$ cat src/rtl/mips_pkg.sv
// Shared MDU definitions: op codes, default widths, FSM state and step-mode encodings.
package mips_pkg;

  localparam int MDU_DATA_WIDTH = 32;
  localparam int MDU_CNT_WIDTH  = 6;

  localparam logic [2:0] MDU_OP_NOP   = 3'b000;
  localparam logic [2:0] MDU_OP_MULT  = 3'b001;
  localparam logic [2:0] MDU_OP_MULTU = 3'b010;
  localparam logic [2:0] MDU_OP_DIV   = 3'b011;
  localparam logic [2:0] MDU_OP_DIVU  = 3'b100;
  localparam logic [2:0] MDU_OP_MTHI  = 3'b101;
  localparam logic [2:0] MDU_OP_MTLO  = 3'b110;

  typedef enum logic [1:0] {
    MDU_IDLE = 2'b00,
    MDU_RUN  = 2'b01,
    MDU_FIX  = 2'b10
  } mdu_state_e;

  typedef enum logic {
    STEP_MUL = 1'b0,
    STEP_DIV = 1'b1
  } step_mode_e;

endpackage

$ cat src/rtl/mult_div_unit_if.sv
// EX-stage <-> MDU signal bundle; EX is the master, the MDU is the slave.
interface mult_div_unit_if #(
    parameter int DATA_WIDTH = 32
);
    logic                  start;
    logic [2:0]            mdu_op;
    logic [DATA_WIDTH-1:0] src_a;
    logic [DATA_WIDTH-1:0] src_b;
    logic                  hilo_rd;
    logic                  flush;
    logic                  busy;
    logic                  stall_req;
    logic                  done;
    logic [DATA_WIDTH-1:0] hi_out;
    logic [DATA_WIDTH-1:0] lo_out;

    modport master (
        output start, mdu_op, src_a, src_b, hilo_rd, flush,
        input  busy, stall_req, done, hi_out, lo_out
    );

    modport slave (
        input  start, mdu_op, src_a, src_b, hilo_rd, flush,
        output busy, stall_req, done, hi_out, lo_out
    );
endinterface

$ cat src/rtl/mdu_step.sv
// One radix-2 iteration: shift-add multiply step or restoring-divide step on magnitudes.
// {part, lo} is the working register pair; the quotient bit enters lo at its LSB.
module mdu_step
    import mips_pkg::*;
#(
    parameter int DATA_WIDTH = MDU_DATA_WIDTH
) (
    input  step_mode_e            mode,
    input  logic [DATA_WIDTH:0]   part,
    input  logic [DATA_WIDTH-1:0] lo,
    input  logic [DATA_WIDTH-1:0] operand,
    output logic [DATA_WIDTH:0]   next_part,
    output logic [DATA_WIDTH-1:0] next_lo,
    output logic                  q_bit
);

    logic [DATA_WIDTH:0]   sum;
    logic [DATA_WIDTH:0]   shifted;
    logic [DATA_WIDTH+1:0] diff;

    always_comb begin
        // NOTE: every output gets a default first so no path can infer a latch.
        next_part = part;
        next_lo   = lo;
        q_bit     = 1'b0;
        sum       = part + {1'b0, operand};
        shifted   = {part[DATA_WIDTH-1:0], lo[DATA_WIDTH-1]};
        diff      = {1'b0, shifted} - {2'b00, operand};

        if (mode == STEP_MUL) begin
            if (lo[0]) begin
                next_part = {1'b0, sum[DATA_WIDTH:1]};
                next_lo   = {sum[0], lo[DATA_WIDTH-1:1]};
            end else begin
                next_part = {1'b0, part[DATA_WIDTH:1]};
                next_lo   = {part[0], lo[DATA_WIDTH-1:1]};
            end
        end else begin
            // Non-negative trial difference means the divisor fits: keep it, quotient bit 1.
            q_bit     = ~diff[DATA_WIDTH+1];
            next_part = q_bit ? diff[DATA_WIDTH:0] : shifted;
            next_lo   = {lo[DATA_WIDTH-2:0], 1'b0};
        end
    end

endmodule

$ cat src/rtl/mult_div_unit.sv
// Iterative multiply/divide unit: owns HI/LO, runs one radix-2 step per cycle,
// and requests a pipeline stall when EX needs the unit or HI/LO while busy.
module mult_div_unit
    import mips_pkg::*;
#(
    parameter int DATA_WIDTH = MDU_DATA_WIDTH,
    parameter int CNT_WIDTH  = MDU_CNT_WIDTH
) (
    input logic            clk,
    input logic            rst_n,
    mult_div_unit_if.slave bus
);

    localparam int W = DATA_WIDTH;

    mdu_state_e           state, state_next;
    logic [CNT_WIDTH-1:0] cnt;
    step_mode_e           mode;
    logic                 neg_res, neg_rem, div_zero;
    logic [W-1:0]         operand, lo_acc, hi_q, lo_q;
    logic [W:0]           part;

    logic [W:0]           step_part;
    logic [W-1:0]         step_lo;
    logic                 step_qbit;

    logic                 iter_op, signed_op, accept, a_neg, b_neg;
    logic [W-1:0]         mag_a, mag_b;
    logic [2*W-1:0]       prod;
    logic [W-1:0]         quo, rem, res_hi, res_lo;

    mdu_step #(.DATA_WIDTH(W)) u_step (
        .mode      (mode),
        .part      (part),
        .lo        (lo_acc),
        .operand   (operand),
        .next_part (step_part),
        .next_lo   (step_lo),
        .q_bit     (step_qbit)
    );

    always_comb begin
        iter_op   = bus.mdu_op inside {MDU_OP_MULT, MDU_OP_MULTU, MDU_OP_DIV, MDU_OP_DIVU};
        signed_op = (bus.mdu_op == MDU_OP_MULT) || (bus.mdu_op == MDU_OP_DIV);
        accept    = (state == MDU_IDLE) && bus.start && !bus.flush && iter_op;
        a_neg     = signed_op && bus.src_a[W-1];
        b_neg     = signed_op && bus.src_b[W-1];
        mag_a     = a_neg ? -bus.src_a : bus.src_a;
        mag_b     = b_neg ? -bus.src_b : bus.src_b;
    end

    always_comb begin
        state_next = state;
        case (state)
            MDU_IDLE: if (accept) state_next = MDU_RUN;
            MDU_RUN:  if (cnt == CNT_WIDTH'(W - 1)) state_next = MDU_FIX;
            MDU_FIX:  state_next = MDU_IDLE;
            default:  state_next = MDU_IDLE;
        endcase
        if (bus.flush) state_next = MDU_IDLE;
    end

    // Sign correction of the magnitude result; divide-by-zero forces an all-ones quotient.
    always_comb begin
        prod = {part[W-1:0], lo_acc};
        if (neg_res) prod = -prod;
        quo = lo_acc;
        rem = part[W-1:0];
        if (mode == STEP_MUL) begin
            res_hi = prod[2*W-1:W];
            res_lo = prod[W-1:0];
        end else begin
            res_hi = neg_rem ? -rem : rem;
            res_lo = div_zero ? '1 : (neg_res ? -quo : quo);
        end
    end

    always_ff @(posedge clk or negedge rst_n) begin
        if (!rst_n) begin
            // NOTE: sequential state uses non-blocking assignments only.
            state <= MDU_IDLE;
            cnt   <= '0;
        end else begin
            state <= state_next;
            if (accept)                 cnt <= '0;
            else if (state == MDU_RUN)  cnt <= cnt + 1'b1;
        end
    end

    always_ff @(posedge clk or negedge rst_n) begin
        if (!rst_n) begin
            mode     <= STEP_MUL;
            neg_res  <= 1'b0;
            neg_rem  <= 1'b0;
            div_zero <= 1'b0;
            operand  <= '0;
            part     <= '0;
            lo_acc   <= '0;
        end else if (accept) begin
            mode     <= (bus.mdu_op == MDU_OP_DIV || bus.mdu_op == MDU_OP_DIVU) ? STEP_DIV : STEP_MUL;
            neg_res  <= a_neg ^ b_neg;
            neg_rem  <= a_neg;
            div_zero <= (bus.src_b == '0);
            part     <= '0;
            // Multiply shifts the multiplier out of lo_acc; divide shifts the dividend out.
            if (bus.mdu_op == MDU_OP_DIV || bus.mdu_op == MDU_OP_DIVU) begin
                operand <= mag_b;
                lo_acc  <= mag_a;
            end else begin
                operand <= mag_a;
                lo_acc  <= mag_b;
            end
        end else if (state == MDU_RUN) begin
            part   <= step_part;
            lo_acc <= step_lo | {{(W-1){1'b0}}, step_qbit};
        end
    end

    always_ff @(posedge clk or negedge rst_n) begin
        if (!rst_n) begin
            hi_q <= '0;
            lo_q <= '0;
        end else if (!bus.flush) begin
            if (state == MDU_FIX) begin
                hi_q <= res_hi;
                lo_q <= res_lo;
            end else if (state == MDU_IDLE && bus.start) begin
                if (bus.mdu_op == MDU_OP_MTHI) hi_q <= bus.src_a;
                if (bus.mdu_op == MDU_OP_MTLO) lo_q <= bus.src_a;
            end
        end
    end

    assign bus.busy      = (state != MDU_IDLE);
    assign bus.stall_req = bus.busy && (bus.start || bus.hilo_rd);
    assign bus.done      = (state == MDU_FIX) && !bus.flush;
    assign bus.hi_out    = hi_q;
    assign bus.lo_out    = lo_q;

endmodule

$ cat src/flat_wrapper.sv
// flat-port wrapper written by rule: the top's interface ports become plain ports
module mult_div_unit_flat import mips_pkg::*;
#(
    parameter int DATA_WIDTH = MDU_DATA_WIDTH,
    parameter int CNT_WIDTH  = MDU_CNT_WIDTH
)
  (clk, rst_n, bus_start, bus_mdu_op, bus_src_a, bus_src_b, bus_hilo_rd, bus_flush, bus_busy, bus_stall_req, bus_done, bus_hi_out, bus_lo_out);
  mult_div_unit_if #(.DATA_WIDTH(DATA_WIDTH)) bus_i ();
  input logic clk;
  input logic rst_n;
  input wire logic [$bits(bus_i.start)-1:0] bus_start;
  input wire logic [$bits(bus_i.mdu_op)-1:0] bus_mdu_op;
  input wire logic [$bits(bus_i.src_a)-1:0] bus_src_a;
  input wire logic [$bits(bus_i.src_b)-1:0] bus_src_b;
  input wire logic [$bits(bus_i.hilo_rd)-1:0] bus_hilo_rd;
  input wire logic [$bits(bus_i.flush)-1:0] bus_flush;
  output wire logic [$bits(bus_i.busy)-1:0] bus_busy;
  output wire logic [$bits(bus_i.stall_req)-1:0] bus_stall_req;
  output wire logic [$bits(bus_i.done)-1:0] bus_done;
  output wire logic [$bits(bus_i.hi_out)-1:0] bus_hi_out;
  output wire logic [$bits(bus_i.lo_out)-1:0] bus_lo_out;
  assign bus_i.start = bus_start;
  assign bus_i.mdu_op = bus_mdu_op;
  assign bus_i.src_a = bus_src_a;
  assign bus_i.src_b = bus_src_b;
  assign bus_i.hilo_rd = bus_hilo_rd;
  assign bus_i.flush = bus_flush;
  assign bus_busy = bus_i.busy;
  assign bus_stall_req = bus_i.stall_req;
  assign bus_done = bus_i.done;
  assign bus_hi_out = bus_i.hi_out;
  assign bus_lo_out = bus_i.lo_out;
  mult_div_unit #(.DATA_WIDTH(DATA_WIDTH), .CNT_WIDTH(CNT_WIDTH)) u_core (.clk(clk), .rst_n(rst_n), .bus(bus_i));
endmodule
$ cat config.mk
export PLATFORM = sky130hd
export DESIGN_NAME = mult_div_unit_flat
export DESIGN_NICKNAME = d
export VERILOG_FILES = /design/src/rtl/mips_pkg.sv /design/src/rtl/mult_div_unit_if.sv /design/src/rtl/mdu_step.sv /design/src/rtl/mult_div_unit.sv /design/src/flat_wrapper.sv
export SDC_FILE = /design/constraint.sdc
export NUM_CORES = 1
export LEC_CHECK = 0
export BUFFER_PORTS_ARGS = -buffer_cell sky130_fd_sc_hd__buf_2
export CORE_MARGIN = 3
export CORE_UTILIZATION = 50
export DETAILED_ROUTE_END_ITERATION = 16
export PLACE_DENSITY = 0.69
export SYNTH_ARGS = -nofsm -noshare
export SYNTH_HDL_FRONTEND = slang
export SYNTH_HIERARCHICAL = 1
export SYNTH_SLANG_ARGS = --single-unit
$ cat constraint.sdc
create_clock -name clk -period 5.8 [get_ports clk]
set_input_delay 0 -clock clk [delete_from_list [all_inputs] [get_ports clk]]
set_output_delay 0 -clock clk [all_outputs]
set_load 0.01 [all_outputs]
Word-level counts from Yosys, hierarchy flattened

Cells that the tools add are included.

Flip-flop bits (word level): 173
Logic and storage cells: 89
Input bits: 72
Output and inout bits: 67

Eq/ne operators: 11
Reductions and logical operators: 22
Multiplexer cells: 33
Bitwise operators: 4
$add $sub $neg: 8

Operators by type and width:

| cell                                                                     | count |
|---|---|
| 32-bit 2-to-1 mux                                                        | 20 |
| 33-bit 2-to-1 mux                                                        | 4 |
| 32-bit negation                                                          | 4 |
| 64-bit 2-to-1 mux                                                        | 1 |
| 64-bit negation                                                          | 1 |
| 33-bit by 32-bit subtractor with 34-bit output                           | 1 |
| 33-bit by 32-bit adder with 33-bit output                                | 1 |
| 32-bit zero test                                                         | 1 |
| 32-bit by 1-bit OR with 32-bit output                                    | 1 |
| 6-bit 2-to-1 mux                                                         | 2 |
| 2-bit nonzero test                                                       | 5 |
| 3-bit == test (second input constant)                                    | 3 |
| 1-bit logical AND                                                        | 7 |
| 6-bit by 1-bit adder with 6-bit output (second input constant)           | 1 |
| 3-bit by 2-bit == test with 1-bit output (second input constant)         | 2 |
| 6-bit by 5-bit == test with 1-bit output (second input constant)         | 1 |
| 2-bit 2-to-1 mux                                                         | 3 |
| 3-bit by 2-bit inequality test with 1-bit output (second input constant) | 2 |
| 3-bit AND reduction                                                      | 2 |
| 2-bit one-hot mux with 2 select lines                                    | 1 |
| 4-bit nonzero test                                                       | 1 |
| 3-bit by 1-bit == test with 1-bit output (second input constant)         | 1 |
| 1-bit logical OR                                                         | 3 |
| 2-bit by 1-bit == test with 1-bit output (second input constant)         | 1 |
| 7 further kinds                                                          | 9 |

Depth between registers and ports, before layout

Word-level depth: 7
Gate-level depth with buffers: 15
Depth with buffers taken out: 14

Modules after synthesis

Netlist, hierarchy kept.

By module, submodules not included:

| module        | times used | sequential area each (µm²) | cells an instance | area an instance (µm²) |
|---|---|---|---|---|
| mult_div_unit | 1          | 4329.2                     | 1327              | 10921.7 |
| mdu_step      | 1          | 0.0                        | 728               | 4978.5 |

Least setup slack after synthesis

OpenSTA, ideal clock, no wires.

Path type: register -> register
Start point: reg u_core.part[19]
End point: reg u_core.part[27]
Path buffers: 2
Clock period less this slack: 3037 ps
Required time: 5722 ps
Cell stages (with the launch flop): 15
Data arrival time: 2959 ps
Setup slack: 2763 ps
Cell sequence: dfrtp_1 ha_1 buf_6 a21oi_4 o21ai_1 or4_1 o21ai_2 a31oi_2 a211oi_4 buf_6 nand2_1 o211a_1 a211oi_2 nand2_1 a21oi_1

Cells in the longest elaborated chain, start to end: 5

RTL lines:

| what                                                                                                               | RTL line                       | source |
|---|---|---|
| start, declared                                                                                                    | mult_div_unit.sv:21            | `logic [W:0] part;` |
| start signal, assigned                                                                                             | mult_div_unit.sv:114           | `part <= step_part;` |
| 33-bit by 32-bit adder with 33-bit output / 33-bit by 32-bit subtractor with 34-bit output (equally long branches) | mdu_step.sv:26, mdu_step.sv:28 |  |
| 32-bit 2-to-1 mux / 33-bit 2-to-1 mux (equally long branches)                                                      | mdu_step.sv:31, mdu_step.sv:41 |  |
| 33-bit 2-to-1 mux *                                                                                                | mdu_step.sv:30                 | `if (mode == STEP_MUL) begin` |
| via u_core.step_part[27]                                                                                           | mult_div_unit.sv:23            | `logic [W:0] step_part;` |
| 33-bit 2-to-1 mux *                                                                                                | mult_div_unit.sv:113           | `end else if (state == MDU_RUN) begin` |
| 33-bit 2-to-1 mux *                                                                                                | mult_div_unit.sv:99            | `end else if (accept) begin` |

Mark *: on every way through the listed nets, which the timed path passes. The rest lies on a longest branch. The select of a mux whose other input is x is not followed.
A chain may end at the register's enable or synchronous reset.

Worst setup path in the final report

Start point: reg u_core.part[17]
End point: reg u_core.lo_acc[0]

Cells in the longest elaborated chain, start to end: 6

RTL lines:

| what                                           | RTL line             | source |
|---|---|---|
| 33-bit by 32-bit subtractor with 34-bit output | mdu_step.sv:28       | `diff = {1'b0, shifted} - {2'b00, operand};` |
| 1-bit inverter                                 | mdu_step.sv:40       | `q_bit = ~diff[DATA_WIDTH+1];` |
| 1-bit 2-to-1 mux                               | mdu_step.sv:30       |  |
| via u_core.step_qbit                           | mult_div_unit.sv:25  | `logic step_qbit;` |
| 32-bit by 1-bit OR with 32-bit output          | mult_div_unit.sv:115 | `lo_acc <= step_lo \| {{(W-1){1'b0}}, step_qbit};` |
| 32-bit 2-to-1 mux                              | mult_div_unit.sv:113 |  |
| 32-bit 2-to-1 mux                              | mult_div_unit.sv:99  |  |
| end signal, assigned                           | mult_div_unit.sv:108 | `lo_acc <= mag_a;` |
| end signal, assigned                           | mult_div_unit.sv:111 | `lo_acc <= mag_b;` |
| end signal, assigned                           | mult_div_unit.sv:115 |  |
| end, declared                                  | mult_div_unit.sv:20  | `logic [W-1:0] operand, lo_acc, hi_q, lo_q;` |

The timed path passes the listed nets, and every way through them passes these cells. The select of a mux whose other input is x is not followed.

==> impl_metrics.json <==
{
  "synth_simple_gate_area_share_pct": 21.2,
  "critical_path_class": "flop to flop",
  "dieArea_mm2": 0.0340,
  "rsz0062_at_grt": "no",
  "wl_per_cell_um": 24.9,
  "hpwl_um": 47000,
  "leakage_nw": 7.54,
  "antenna_found_initial": 1,
  "max-clock-path-buffers": 2,
  "relSlewSlack_pct": 17.1,
  "cts.repair.resized": 0,
  "powerDensity_mw_per_mm2": 510,
  "status": "finished with violations",
  "numCtsBuffers": 17,
  "maxCapViolations": 0,
  "clk_pin_slew_ns": 0.08,
  "power_mw": 9.11,
  "tns_ns": 0,
  "syn_area_mm2": 0.0159,
  "worst_hold_path.endpoint": "u_core/operand[6]",
  "grt_pass1_wl_um": 96600,
  "clock_latency_ns": 0.47,
  "hold-path-cell-count": 3,
  "synthMuxAreaShare_pct": 3.21,
  "ys_seq_elements": 173,
  "r2r_slack_ns": 1.72,
  "port_buffers": 138,
  "routed_wl_um": 63800,
  "chipWidth_um": 184,
  "synth_xor_area_share_pct": 9.14,
  "cpMaxStageDelayCell": "dfrtp_1",
  "setup_violations": 0,
  "die_y_um": 184,
  "fin_nets": 2301,
  "grt.overflow.total": 0,
  "drive_gt1_share_pct": 12.0,
  "hold_path_class": "input pin to flop",
  "synthAdderAreaFrac_pct": 5.68,
  "ys.flop_type": "dfrtp_1",
  "fin_crit_sh_pct": 70.3,
  "synth_cell_types": 86,
  "coreArea_mm2": 0.0310,
  "cp-end-kind": "flop",
  "yosysSeqAreaShare_pct": 27.2,
  "synth-compound-area-share_pct": 28.9,
  "vdd_drop_max_v": 0.000316,
  "fin_hold_ws_ns": -0.00234,
  "synth_edf_count": 0,
  "max_freq_mhz": 245,
  "post_cts_buffers": 0,
  "cts_tree": "yes",
  "hp-start": "bus_src_b[6]",
  "yosysWarnings": 6,
  "finClkSkew_ns": 0.0109,
  "start_kind": "flop",
  "synth_area_per_cell_um2": 7.74,
  "crit_family": "compound AO/OA/AOI/OAI gates",
  "slowest_delay_ns": 0.62,
  "worst_pin_slew_ns": 1.24,
  "grt_max_degree": 88,
  "crit_arrival_ns": 4.43,
  "worstPathRequired_ns": 6.15,
  "vias_per_cell": 6.75,
  "ioPinCount": 139,
  "gp_congestion": 1.01,
  "drc": 0,
  "crit_buf_inv": 1,
  "first_global_vias": 15986,
  "drv_slew": 0,
  "period_needed_ns": 4.08,
  "violations": "negative hold slack",
  "cts_sinks": 173,
  "initial_core_util_pct": 51.3,
  "synthCells": 2055,
  "synth_async_sr_flop_share_pct": 100,
  "num_vias": 17322,
  "cts_max_level": 4,
  "worst-path-max-fanout": 46,
  "drtAntennaViolNets": 0,
  "cts_hold_buf": 49,
  "synthesis.nets": 2198,
  "antenna_cells": 0,
  "hold_violations": 1,
  "synth_top_family_by_area": "compound AO/OA/AOI/OAI gates",
  "cp_cell_sequence": "ha_1 > a21oi_1 > nor2_1 > or4_1 > o21ai_2 > a31oi_2 > a211oi_4 > buf_4 > nor2b_1 > nor3_1 > o22ai_1 > o22a_1",
  "initialDrtViolationCount": 2155,
  "reg2regPathDepth": 12,
  "timing.rr.start": "u_core/part[17]",
  "area_delta_synth_final_pct": 12.3,
  "grt.total_usage_pct": 36.7,
  "timing.rr.end": "u_core/lo_acc[0]",
  "num_rows": 64,
  "drt_pass1_iterations": 9,
  "nFillCells": 2959,
  "clockRootBuffer": "clkbuf_16"
}
sequential cells by signal, indices dropped and copies added, names as in the netlist, 2 cells and up:
signal and cells:
u_core/state 2, u_core/bus.lo_out 32, u_core/part 33, u_core/cnt 6
u_core/bus.hi_out 32, u_core/operand 32, u_core/lo_acc 32
cells in the mapped netlist (5+ instances only):
cell type  instances  area (um^2)
nand2_1          258          968
a21oi_1          221         1110
dfrtp_1          173         4330
o21ai_0          147          736
nor2_1           141          529
xnor2_1          110          963
clkbuf_1         108          405
ha_1              69          863
inv_1             62          233
nor3_1            56          280
xor2_1            56          490
o221ai_1          54          473
o22ai_1           41          257
a21o_1            38          285
o21a_1            37          278
nand3_1           35          175
nor2b_1           32          200
mux2_2            31          349
or3_1             31          194
a211oi_1          26          195
nor4_1            23          144
or4_1             22          165
o31ai_1           21          158
a22oi_1           18          135
a31oi_1           18          113
nand2b_1          18          113
nand4_1           18          113
and3_1            15         93.8
mux2i_1           15          150
and2_1            12         75.1
or2_2             12         75.1
o41ai_1           11         96.3
nand4b_1           7         61.3
o211ai_1           7         52.6
o21ai_1            7         35.0
buf_1              6         22.5
nor3b_1            6         45.0
o21bai_1           6         45.0
a311oi_1           5         43.8
and4_1             5         43.8
worst min-delay path, cell delays in order:
cell and delay, ns:
buf_2 0.10, xnor2_1 0.12, o221ai_1 0.20
routing by layer:
| layer | GRT usage, % | up-vias | share of wire, % |
|---|---|---|---|
| li1 | - | 7783 | - |
| met2 | 53.2 | 1027 | 42 |
| met4 | 19.1 | 2 | 5.7 |
| met1 | 50.7 | 8322 | 41 |
| met5 | 0 | - | 0.011 |
| met3 | 8.78 | 188 | 10 |
worst max-delay path by stage:
stage,from,to,slack [ns],cells after the start
after floorplan,u_core/part[19],u_core/part[27],2.76,14
after global placement,u_core/part[1],u_core/part[30],1.89,12
after detailed placement,u_core/part[17],u_core/lo_acc[0],1.83,12
after CTS,u_core/part[17],u_core/lo_acc[0],1.81,12
after global routing,u_core/part[17],u_core/lo_acc[0],1.46,12
final,u_core/part[17],u_core/lo_acc[0],1.72,12
cells in the final DEF (no fill, tap or decap), types with 7 or more instances in the layout:
cell type      count
a211oi_1          26
a21o_1            38
a21oi_1          221
a22oi_1           18
a31oi_1           18
and2_1            11
and3_1            15
buf_2            137
buf_4             17
clkbuf_16         17
dfrtp_1          172
dlygate4sd3_1     49
ha_1              69
inv_1             62
mux2_2            31
mux2i_1           15
nand2_1          256
nand2b_1          17
nand3_1           35
nand4_1           18
nand4b_1           7
nor2_1           141
nor2b_1           30
nor3_1            56
nor4_1            23
o211ai_1           7
o21a_1            37
o21ai_0          146
o21ai_1            7
o221ai_1          54
o22ai_1           41
o31ai_1           21
o41ai_1           11
or2_2             12
or3_1             31
or4_1             22
xnor2_1          110
xor2_1            56
stage by stage:
stage,setup slack (ns),instances,cell area (um^2),hold WS (ns),util (%)
global placement,1.89,2486,16800,0.139,54.2
detailed placement,1.83,2486,16800,0.140,54.2
CTS,1.81,2567,17900,0.00347,57.6
finish,1.72,2567,17900,-0.00234,57.6
global route,1.46,2567,17900,0.00997,57.6
floorplan,2.76,2055,15900,-0.296,-
logic make-up after synthesis:
family,count (synthesis)
AOI/OAI and AO/OA,713
and+or+nand+nor,701
buffers and inverters,184
DFF,173
xor gates and xnor gates,166
adders and majority gates,71
muxes,47
final cells by class:
class	count	area (um^2)	share of cell area (%)
clock buffer	17	425	2.38
clock inverter	15	148	0.827
inverter	63	236	1.32
multi-input combinational	1698	10900	61.0
sequential	173	4330	24.3
tap	396	495	2.77
timing repair buffer	205	1340	7.48
report_power, final:
part           total [mW]  internal [mW]  switching [mW]
logic                5.66           2.25            3.41
registers            2.27           1.54           0.730
clock network        1.18          0.571           0.607
total                9.11           4.37            4.74
No activity file was read; power rests on OpenSTA's default activity.
